<file path="config.mk">
export PLATFORM = sky130hd
export DESIGN_NAME = logic_unit_arbiter_flat
export DESIGN_NICKNAME = d
export VERILOG_FILES = /design/src/rtl/logic_unit_arbiter_if.sv /design/src/rtl/logic_unit_arbiter.sv /design/src/flat_wrapper.sv
export SDC_FILE = /design/constraint.sdc
export NUM_CORES = 1
export LEC_CHECK = 0
export CAP_MARGIN = 20
export CELL_PAD_IN_SITES_DETAIL_PLACEMENT = 0
export CELL_PAD_IN_SITES_GLOBAL_PLACEMENT = 1
export CORE_MARGIN = 10
export CORE_UTILIZATION = 29
export CTS_CLUSTER_DIAMETER = 50
export DETAILED_ROUTE_END_ITERATION = 8
export PLACE_DENSITY = 0.73
export SLEW_MARGIN = 20
export SYNTH_ARGS = -nofsm -noshare
export SYNTH_HDL_FRONTEND = slang
export SYNTH_SLANG_ARGS = --single-unit
export TNS_END_PERCENT = 10
</file>
<file path="constraint.sdc">
create_clock -name clk -period 1.13 [get_ports clk]
set_input_delay 0.226 -clock clk [delete_from_list [all_inputs] [get_ports clk]]
set_output_delay 0.226 -clock clk [all_outputs]
set_load 0.01 [all_outputs]
</file>
<file path="src/rtl/logic_unit_arbiter_if.sv">
// Request/operand/result bundle between the two requesters and logic_unit_arbiter.
// The requester side uses the master modport, the arbiter uses the slave modport.
interface logic_unit_arbiter_if #(
  parameter int unsigned WIDTH = 4
);
  logic             req0;
  logic             req1;
  logic [WIDTH-1:0] x0;
  logic [WIDTH-1:0] y0;
  logic [WIDTH-1:0] x1;
  logic [WIDTH-1:0] y1;
  logic             key0;
  logic             key1;
  logic             ack0;
  logic             ack1;
  logic [WIDTH-1:0] r;
  logic             r_valid;
  logic             r_id;
  logic             busy;
  logic [7:0]       op_count;

  modport master (
    output req0, req1, x0, y0, x1, y1, key0, key1,
    input  ack0, ack1, r, r_valid, r_id, busy, op_count
  );

  modport slave (
    input  req0, req1, x0, y0, x1, y1, key0, key1,
    output ack0, ack1, r, r_valid, r_id, busy, op_count
  );
endinterface

</file>
<file path="src/rtl/logic_unit_arbiter.sv">
// Two-requester arbiter in front of an OR/NOR logic unit: IDLE -> EXEC -> DONE, one op per 3 cycles.
// Define LOGIC_UNIT_ARB_RR_EN for round-robin arbitration; otherwise req0 has fixed priority.
module logic_unit_arbiter #(
  parameter int unsigned WIDTH = 4
) (
  input logic                clk,
  input logic                reset,
  logic_unit_arbiter_if.slave bus
);

  localparam int unsigned CNT_W = 8;

  typedef enum logic [1:0] {
    IDLE = 2'd0,
    EXEC = 2'd1,
    DONE = 2'd2
  } state_e;

  state_e           state_q, state_d;
  logic [WIDTH-1:0] x_q, x_d;
  logic [WIDTH-1:0] y_q, y_d;
  logic             key_q, key_d;
  logic             id_q, id_d;
  logic [WIDTH-1:0] r_q, r_d;
  logic             r_id_q, r_id_d;
  logic [CNT_W-1:0] cnt_q, cnt_d;
  logic             ack0_q, ack0_d;
  logic             ack1_q, ack1_d;
  logic             r_valid_q, r_valid_d;
  logic             busy_q, busy_d;
  logic             capture_c;
  logic             complete_c;
  logic             win_c;

`ifdef LOGIC_UNIT_ARB_RR_EN
  logic last_q, last_d;

  // On a tie the requester that was not granted last wins
  always_comb begin
    win_c  = (bus.req0 && bus.req1) ? ~last_q : bus.req1;
    last_d = capture_c ? win_c : last_q;
  end

  always_ff @(posedge clk) begin
    if (reset) last_q <= 1'b1;
    else       last_q <= last_d;
  end
`else
  // req0 always wins when both are pending
  always_comb begin
    win_c = ~bus.req0;
  end
`endif

  // Next-state and registered-output logic
  always_comb begin
    state_d    = state_q;
    capture_c  = 1'b0;
    complete_c = 1'b0;
    case (state_q)
      IDLE: begin
        if (bus.req0 || bus.req1) begin
          state_d   = EXEC;
          capture_c = 1'b1;
        end
      end
      EXEC: begin
        state_d    = DONE;
        complete_c = 1'b1;
      end
      DONE:    state_d = IDLE;
      default: state_d = IDLE;
    endcase

    x_d   = x_q;
    y_d   = y_q;
    key_d = key_q;
    id_d  = id_q;
    if (capture_c) begin
      x_d   = win_c ? bus.x1   : bus.x0;
      y_d   = win_c ? bus.y1   : bus.y0;
      key_d = win_c ? bus.key1 : bus.key0;
      id_d  = win_c;
    end

    r_d    = r_q;
    r_id_d = r_id_q;
    cnt_d  = cnt_q;
    if (complete_c) begin
      r_d    = key_q ? ~(x_q | y_q) : (x_q | y_q);
      r_id_d = id_q;
      cnt_d  = cnt_q + CNT_W'(1);
    end

    ack0_d    = capture_c && !win_c;
    ack1_d    = capture_c && win_c;
    r_valid_d = complete_c;
    busy_d    = (state_d != IDLE);
  end

  always_ff @(posedge clk) begin
    if (reset) begin
      state_q   <= IDLE;
      x_q       <= '0;
      y_q       <= '0;
      key_q     <= 1'b0;
      id_q      <= 1'b0;
      r_q       <= '0;
      r_id_q    <= 1'b0;
      cnt_q     <= '0;
      ack0_q    <= 1'b0;
      ack1_q    <= 1'b0;
      r_valid_q <= 1'b0;
      busy_q    <= 1'b0;
    end else begin
      state_q   <= state_d;
      x_q       <= x_d;
      y_q       <= y_d;
      key_q     <= key_d;
      id_q      <= id_d;
      r_q       <= r_d;
      r_id_q    <= r_id_d;
      cnt_q     <= cnt_d;
      ack0_q    <= ack0_d;
      ack1_q    <= ack1_d;
      r_valid_q <= r_valid_d;
      busy_q    <= busy_d;
    end
  end

  assign bus.ack0     = ack0_q;
  assign bus.ack1     = ack1_q;
  assign bus.r        = r_q;
  assign bus.r_valid  = r_valid_q;
  assign bus.r_id     = r_id_q;
  assign bus.busy     = busy_q;
  assign bus.op_count = cnt_q;

endmodule

</file>
<file path="src/flat_wrapper.sv">
// flat-port wrapper written by rule: the top's interface ports become plain ports
module logic_unit_arbiter_flat 
#(
  parameter int unsigned WIDTH = 4
)
  (clk, reset, bus_req0, bus_req1, bus_x0, bus_y0, bus_x1, bus_y1, bus_key0, bus_key1, bus_ack0, bus_ack1, bus_r, bus_r_valid, bus_r_id, bus_busy, bus_op_count);
  logic_unit_arbiter_if #(.WIDTH(WIDTH)) bus_i ();
  input logic clk;
  input logic reset;
  input wire logic [$bits(bus_i.req0)-1:0] bus_req0;
  input wire logic [$bits(bus_i.req1)-1:0] bus_req1;
  input wire logic [$bits(bus_i.x0)-1:0] bus_x0;
  input wire logic [$bits(bus_i.y0)-1:0] bus_y0;
  input wire logic [$bits(bus_i.x1)-1:0] bus_x1;
  input wire logic [$bits(bus_i.y1)-1:0] bus_y1;
  input wire logic [$bits(bus_i.key0)-1:0] bus_key0;
  input wire logic [$bits(bus_i.key1)-1:0] bus_key1;
  output wire logic [$bits(bus_i.ack0)-1:0] bus_ack0;
  output wire logic [$bits(bus_i.ack1)-1:0] bus_ack1;
  output wire logic [$bits(bus_i.r)-1:0] bus_r;
  output wire logic [$bits(bus_i.r_valid)-1:0] bus_r_valid;
  output wire logic [$bits(bus_i.r_id)-1:0] bus_r_id;
  output wire logic [$bits(bus_i.busy)-1:0] bus_busy;
  output wire logic [$bits(bus_i.op_count)-1:0] bus_op_count;
  assign bus_i.req0 = bus_req0;
  assign bus_i.req1 = bus_req1;
  assign bus_i.x0 = bus_x0;
  assign bus_i.y0 = bus_y0;
  assign bus_i.x1 = bus_x1;
  assign bus_i.y1 = bus_y1;
  assign bus_i.key0 = bus_key0;
  assign bus_i.key1 = bus_key1;
  assign bus_ack0 = bus_i.ack0;
  assign bus_ack1 = bus_i.ack1;
  assign bus_r = bus_i.r;
  assign bus_r_valid = bus_i.r_valid;
  assign bus_r_id = bus_i.r_id;
  assign bus_busy = bus_i.busy;
  assign bus_op_count = bus_i.op_count;
  logic_unit_arbiter #(.WIDTH(WIDTH)) u_core (.clk(clk), .reset(reset), .bus(bus_i));
endmodule
</file>
==> results of run 1 <==
==> synthesized netlist by cell type <==
master	n	area share [%]
xnor2_1	2	1.5
clkbuf_1	4	1.3
or2_2	1	0.52
buf_4	1	0.63
o31ai_1	2	1.3
nor3b_1	1	0.63
nand2b_4	1	1.1
buf_6	1	0.94
or4_1	2	1.3
ha_1	1	1.0
nor3_1	4	1.7
or3_1	6	3.1
nand3_1	6	2.5
a21oi_1	20	8.3
nor4b_4	1	2.0
a22oi_1	9	5.6
buf_2	1	0.42
nand2_1	9	2.8
nor3b_2	1	1.0
nor2_1	7	2.2
buf_1	1	0.31
nor2b_1	3	1.6
mux2_2	1	0.94
o21ai_0	15	6.3
nand4b_1	1	0.73
nand3b_1	1	0.63
nand4_1	2	1.0
dfxtp_1	29	48
inv_1	1	0.31
==> kinds of logic after synthesis <==
| group | after synthesis | synth area share (%) |
|---|---|---|
| adder cells (fa/ha/maj) | 1 | 1.04 |
| AO/OA/AOI/OAI | 46 | 21.5 |
| buffers and inverters | 9 | 3.86 |
| flip-flops | 29 | 48.4 |
| multiplexers | 1 | 0.938 |
| AND/OR/NAND/NOR | 46 | 22.8 |
| XOR/XNOR | 2 | 1.46 |
==> sequential cells by signal, indices dropped and copies added (netlist names) <==
signal	cells
u_core.bus.ack0	1
u_core.bus.busy	1
u_core.y_q	4
u_core.key_q	1
u_core.bus.op_count	8
u_core.bus.r	4
u_core.id_q	1
u_core.state_q	2
u_core.bus.r_valid	1
u_core.bus.ack1	1
u_core.bus.r_id	1
u_core.x_q	4
==> per-layer routing <==
layer / routed length, um / part of all wire, %
met1: 1410 / 44
met5: 0 / 0
met4: 67 / 2.1
met2: 1420 / 44
met3: 304 / 9.5
==> worst max-delay path: stages, from the launching register on <==
cell and delay, ps:
dfxtp_2 360, nand4_1 130, or4_1 540, a21oi_2 120
==> layout make-up <==
type,count,area (um2),area share (%)
clock inverter,1,30.0,1.62
multi-input combinational,96,599,32.3
clock buffer,7,86.3,4.65
sequential,29,599,32.3
tap,50,62.6,3.37
timing repair buffer,55,474,25.6
inverter,1,3.75,0.202
==> power groups by stage <==
stage	combinational, mW	clock, mW	sequential (mW)
after floorplan	0.205	0	1.15
final	0.377	1.11	1.13
after detailed placement	0.396	0	1.16
after CTS	0.383	1.13	1.13
after global routing	0.422	1.16	1.14
after global placement	0.387	0	1.15
==> placed cells by master (no fill, tap or decap), drive strengths merged <==
cell,Yosys,final
nor3b,2,2
nor2b,3,3
bufinv,0,1
a22oi,9,9
clkdlybuf4s50,0,19
nor3,4,4
nand4,2,2
o31ai,2,2
nand2,9,9
mux2,1,1
nor2,7,7
buf,4,19
o21ai,15,15
a21oi,20,20
ha,1,1
nand3b,1,1
inv,1,1
clkdlybuf4s15,0,6
dfxtp,29,29
dlygate4sd2,0,7
or2,1,1
xnor2,2,2
nand3,6,6
nand2b,1,1
clkbuf,4,11
nor4b,1,1
or3,6,6
nand4b,1,1
or4,2,2
==> path summary, 6_finish.rpt <==
kind / end / from
setup / recovery: u_core.bus.op_count[7] / u_core.bus.op_count[4]
hold / removal: u_core.bus.busy / bus_req1
setup reg to reg: u_core.bus.op_count[7] / u_core.bus.op_count[4]
hold reg to reg: u_core.bus.r[1] / u_core.bus.r[1]
==> timing repair <==
action                                  4_1_cts  5_1_grt
gates cloned                                  0        0
endpoints found under the setup margin       39       29
endpoints found under the hold margin         0        0
resized for setup                            38       14
pin swaps                                     1        2
buffers inserted                              0        1
==> impl_metrics.tcl, run 1 <==
set metrics [dict create \
    status "complete, but fails checks" \
    violations "setup timing" \
    p_seq_share_pct 43.2 \
    use_met2_pct 14.2 \
    dr.pass1.iters 4 \
    power_mw 2.62 \
    setup_viol 3 \
    synth_area_um2 1200 \
    syn-num-nets 157 \
    grt_max_degree 17 \
    ys_seq_area_share_pct 48.4 \
    clock_skew_ps 2.37 \
    area_growth_pct 54.6 \
    p_int_mw 2.01 \
    clkPwrFrac_pct 42.4 \
    crit_path_end_kind "flip-flop" \
    grt_pass1_vias 1148 \
    fin_cells 239 \
    antenna_found_initial 0 \
    hold_slack_ps 437 \
    tns_ps -145 \
    peakVddDrop_uv 505 \
    wl_um 3200 \
    drv_slew 0 \
    synth_cell_types 29 \
    powerDensity_nw_per_um2 1410 \
    cts_hold_buf 0 \
    io_buffers 38 \
    hold_depth 3 \
    use_met3_pct 4.93 \
    p_leak_nw 0.712 \
    ant_nets 0 \
    use_met1_pct 9.82 \
    crit_type "flip-flop to flip-flop" \
    final_area_um2 1860 \
    place_inst 230 \
    hold_violations 0 \
    grt_pass1_wl_um 5380 \
    p_switching_uw 613 \
    wl_per_cell_um 13.4 \
    grt_util_all_layers_pct 9.13 \
    diodes 0 \
    r2r_slack_ps -80 \
    design.die.area_um2 7110 \
    drt_iter0_drc 30 \
    min-delay-path-class "input pin to flip-flop" \
    clockBufferDepth 2 \
    drc 0 \
    setup_ws_ps -82.8 \
    cts_tree "yes" \
    pre_cts_slack_ps -534 \
    min_period_ps 1210 \
    clock-sinks 29 \
    dpl-instance-area_um2 1730 \
    synth_warnings 0 \
    slew_headroom_pct 72.7 \
    htree_num_levels 2 \
    crit_fanout 5 \
    top_usage_layer "met2" \
    initial_utilization_pct 30.0 \
    place_congestion 0.734 \
    fp.coreArea_um2 4000 \
    ff2ff_path_depth 3 \
    synthCells 134 \
    fmax_mhz 825 \
    die_h_um 84.3 \
    die_w_um 84.3 \
    cp_data_required_time_ps 1350 \
    viasPerCell 4.72 \
    fill_cells 401 \
    io_pins 39 \
    vias 1128 \
    clock_latency_ps 280 \
    cp_data_arrival_time_ps 1440 \
    nets 211 \
    period_share_pct 107 \
    cts_made_buffers 5 \
    p_comb_share_pct 14.4 \
    drive_above_1_share_pct 25.9 \
    rows 23 \
    cts.clk_slew.worst_paths_ps 60 \
    gr-total-overflow 0 \
    clockRootBuffer "clkbuf_8" \
    avgSynthCellArea_um2 8.95 \
    startpoint_type "flip-flop" \
    hpwl_um 2450 \
    p_sw_share_pct 23.4 \
    rsz0062_at_grt "true" \
    cap_violations 0 \
    ys_ff_latch 29 \
    post-route-util_pct 46.4 \
    worstMarginPinSlew_ps 408 \
]
(Power assumes the default switching activity.)
==> run 2, diff against run 1 <==
GPL_ROUTABILITY_DRIVEN = 0   (was default)
HOLD_SLACK_MARGIN = 0.1   (was default)
SETUP_SLACK_MARGIN = 0.2   (was default)
==> run 2 against run 1 <==
The run still ends with setup timing left. Critical path depth stayed put. Power is 8.7% lower. Worst setup slack worse by 7.2 ps. Register-to-register slack hardly changed. Largest cell class unchanged. Combinational power is 11% higher. Clock skew is 2.8 ps higher. First-iteration DRC count is 73% higher.
==> impl_metrics.tcl, run 2 (synthesis gave the netlist of run 1 again) <==
set metrics [dict create \
    cp_top_family "simple AND/OR/NAND/NOR gates" \
    wl_um 3380 \
    initial_utilization_pct 30.0 \
    power_mw 2.39 \
    slew_headroom_pct 71.9 \
    grt_pass1_vias 1236 \
    drive_above_1_share_pct 36.3 \
    pre_cts_slack_ps -559 \
    clockBufferDepth 2 \
    io_pins 39 \
    grt_util_all_layers_pct 9.86 \
    violations "setup timing" \
    area_growth_pct 58.1 \
    worstMarginPinSlew_ps 422 \
    cp_data_arrival_time_ps 1430 \
    grt_pass1_wl_um 5910 \
    crit_buf_inv 0 \
    place_inst 231 \
    clockRootBuffer "clkbuf_8" \
    crit_slowest_cell "or4_4" \
    cts_hold_buf 0 \
    clock_latency_ps 270 \
    min-delay-path-class "input pin to flip-flop" \
    dr.pass1.iters 4 \
    htree_num_levels 2 \
    fp.coreArea_um2 4000 \
    drc 0 \
    setup_viol 12 \
    rows 23 \
    antenna_found_initial 0 \
    cts_made_buffers 5 \
    setup_ws_ps -90.0 \
    hold_violations 0 \
    cp_data_required_time_ps 1340 \
    crit_fanout 5 \
    diodes 0 \
    rsz0062_at_grt "true" \
    fmax_mhz 820 \
    peakVddDrop_uv 740 \
    p_leak_nw 0.732 \
    status "complete, but fails checks" \
    startpoint_type "flip-flop" \
    ant_nets 0 \
    powerDensity_nw_per_um2 1260 \
    slowest_delay_ps 540 \
    io_buffers 38 \
    nets 213 \
    die_w_um 84.3 \
    wl_per_cell_um 14.1 \
    crit_path_end_kind "flip-flop" \
    gr-total-overflow 0 \
    die_h_um 84.3 \
    layout_common_cells "a21oi_1, clkdlybuf4s50_1, dfxtp_1" \
    clock-sinks 29 \
    vias 1167 \
    fin_cells 240 \
    multi_input_area_um2 609 \
    hpwl_um 2480 \
    cts_tree "yes" \
    largest_reg_flops 8 \
    clock_skew_ps 5.16 \
    min_period_ps 1220 \
    viasPerCell 4.86 \
    cap_violations 0 \
    crit_type "flip-flop to flip-flop" \
    drv_slew 0 \
    period_share_pct 108 \
    drt_iter0_drc 52 \
    cp_cell_sequence "nand4_1 > or4_4 > a21oi_2" \
    cts.clk_slew.worst_paths_ps 60 \
    design.die.area_um2 7110 \
    fill_cells 394 \
    grt_max_degree 18 \
    seqCellArea_um2 614 \
]
[run 2: changes by cell type in the layout (fill, tap and decap cells not counted), sizes merged, moves of 4 or more]
cell / before / now
clkdlybuf4s15: 6 / 1
dlygate4sd2: 7 / 2
clkbuf: 11 / 7
buf: 19 / 35
[run 2: metal layers]
metal  global-route usage (%)  vias to the layer above  share of wire, %  wire length, um
met5                        0                        -                 0                0
met4                     3.35                        0               1.1               37
met3                     5.12                        6               8.4              285
met2                     15.4                       38                46             1570
met1                     11.3                      522                44             1490
li1                         -                      601                 -                -
[run 2: path summary, 6_finish.rpt]
path / cells after the start / slack (ps) / start / to
max: 3 / -90 / u_core.bus.op_count[3] / u_core.bus.op_count[7]
min: 3 / 400 / reset / u_core.bus.op_count[4]
min reg2reg: 2 / 460 / u_core.id_q / u_core.bus.r_id
max reg2reg: 3 / -90 / u_core.bus.op_count[3] / u_core.bus.op_count[7]
[run 2: cell type report]
class / instances / share of cell area (%)
multi-input combinational: 96 / 32.1
tap: 50 / 3.30
clock buffer: 7 / 4.55
sequential: 29 / 32.4
timing repair buffer: 57 / 27.4
inverter: 1 / 0.198
[run 2: report_power, final]
part	internal (mW)	switching, mW	total [mW]
Clock	0.482	0.361	0.842
Combinational	0.237	0.183	0.420
Sequential	1.08	0.0515	1.13
[run 2: worst register-to-register path, cell delays in order, from the launching register on]
cell,delay (ps)
dfxtp_4,360
nand4_1,140
or4_4,540
a21oi_2,120
[run 2: what timing repair did]
| item | 4_1_cts | 5_1_grt |
|---|---|---|
| buffers inserted | 0 | 2 |
| endpoints found under the setup margin | 45 | 45 |
| resized for setup | 92 | 12 |
| pin swaps | 4 | 3 |
[run 2: per-stage QoR]
| step | hold WS, ps | util (%) | TNS, ps | area [um2] |
|---|---|---|---|---|
| floorplan | 390 | - | -637 | 1240 |
| global placement | 447 | 43.7 | -5580 | 1750 |
| detailed placement | 449 | 43.7 | -6620 | 1750 |
| CTS | 445 | 46.3 | -386 | 1850 |
| global route | 457 | 47.4 | -1200 | 1900 |
| finish | 400 | 47.4 | -272 | 1900 |
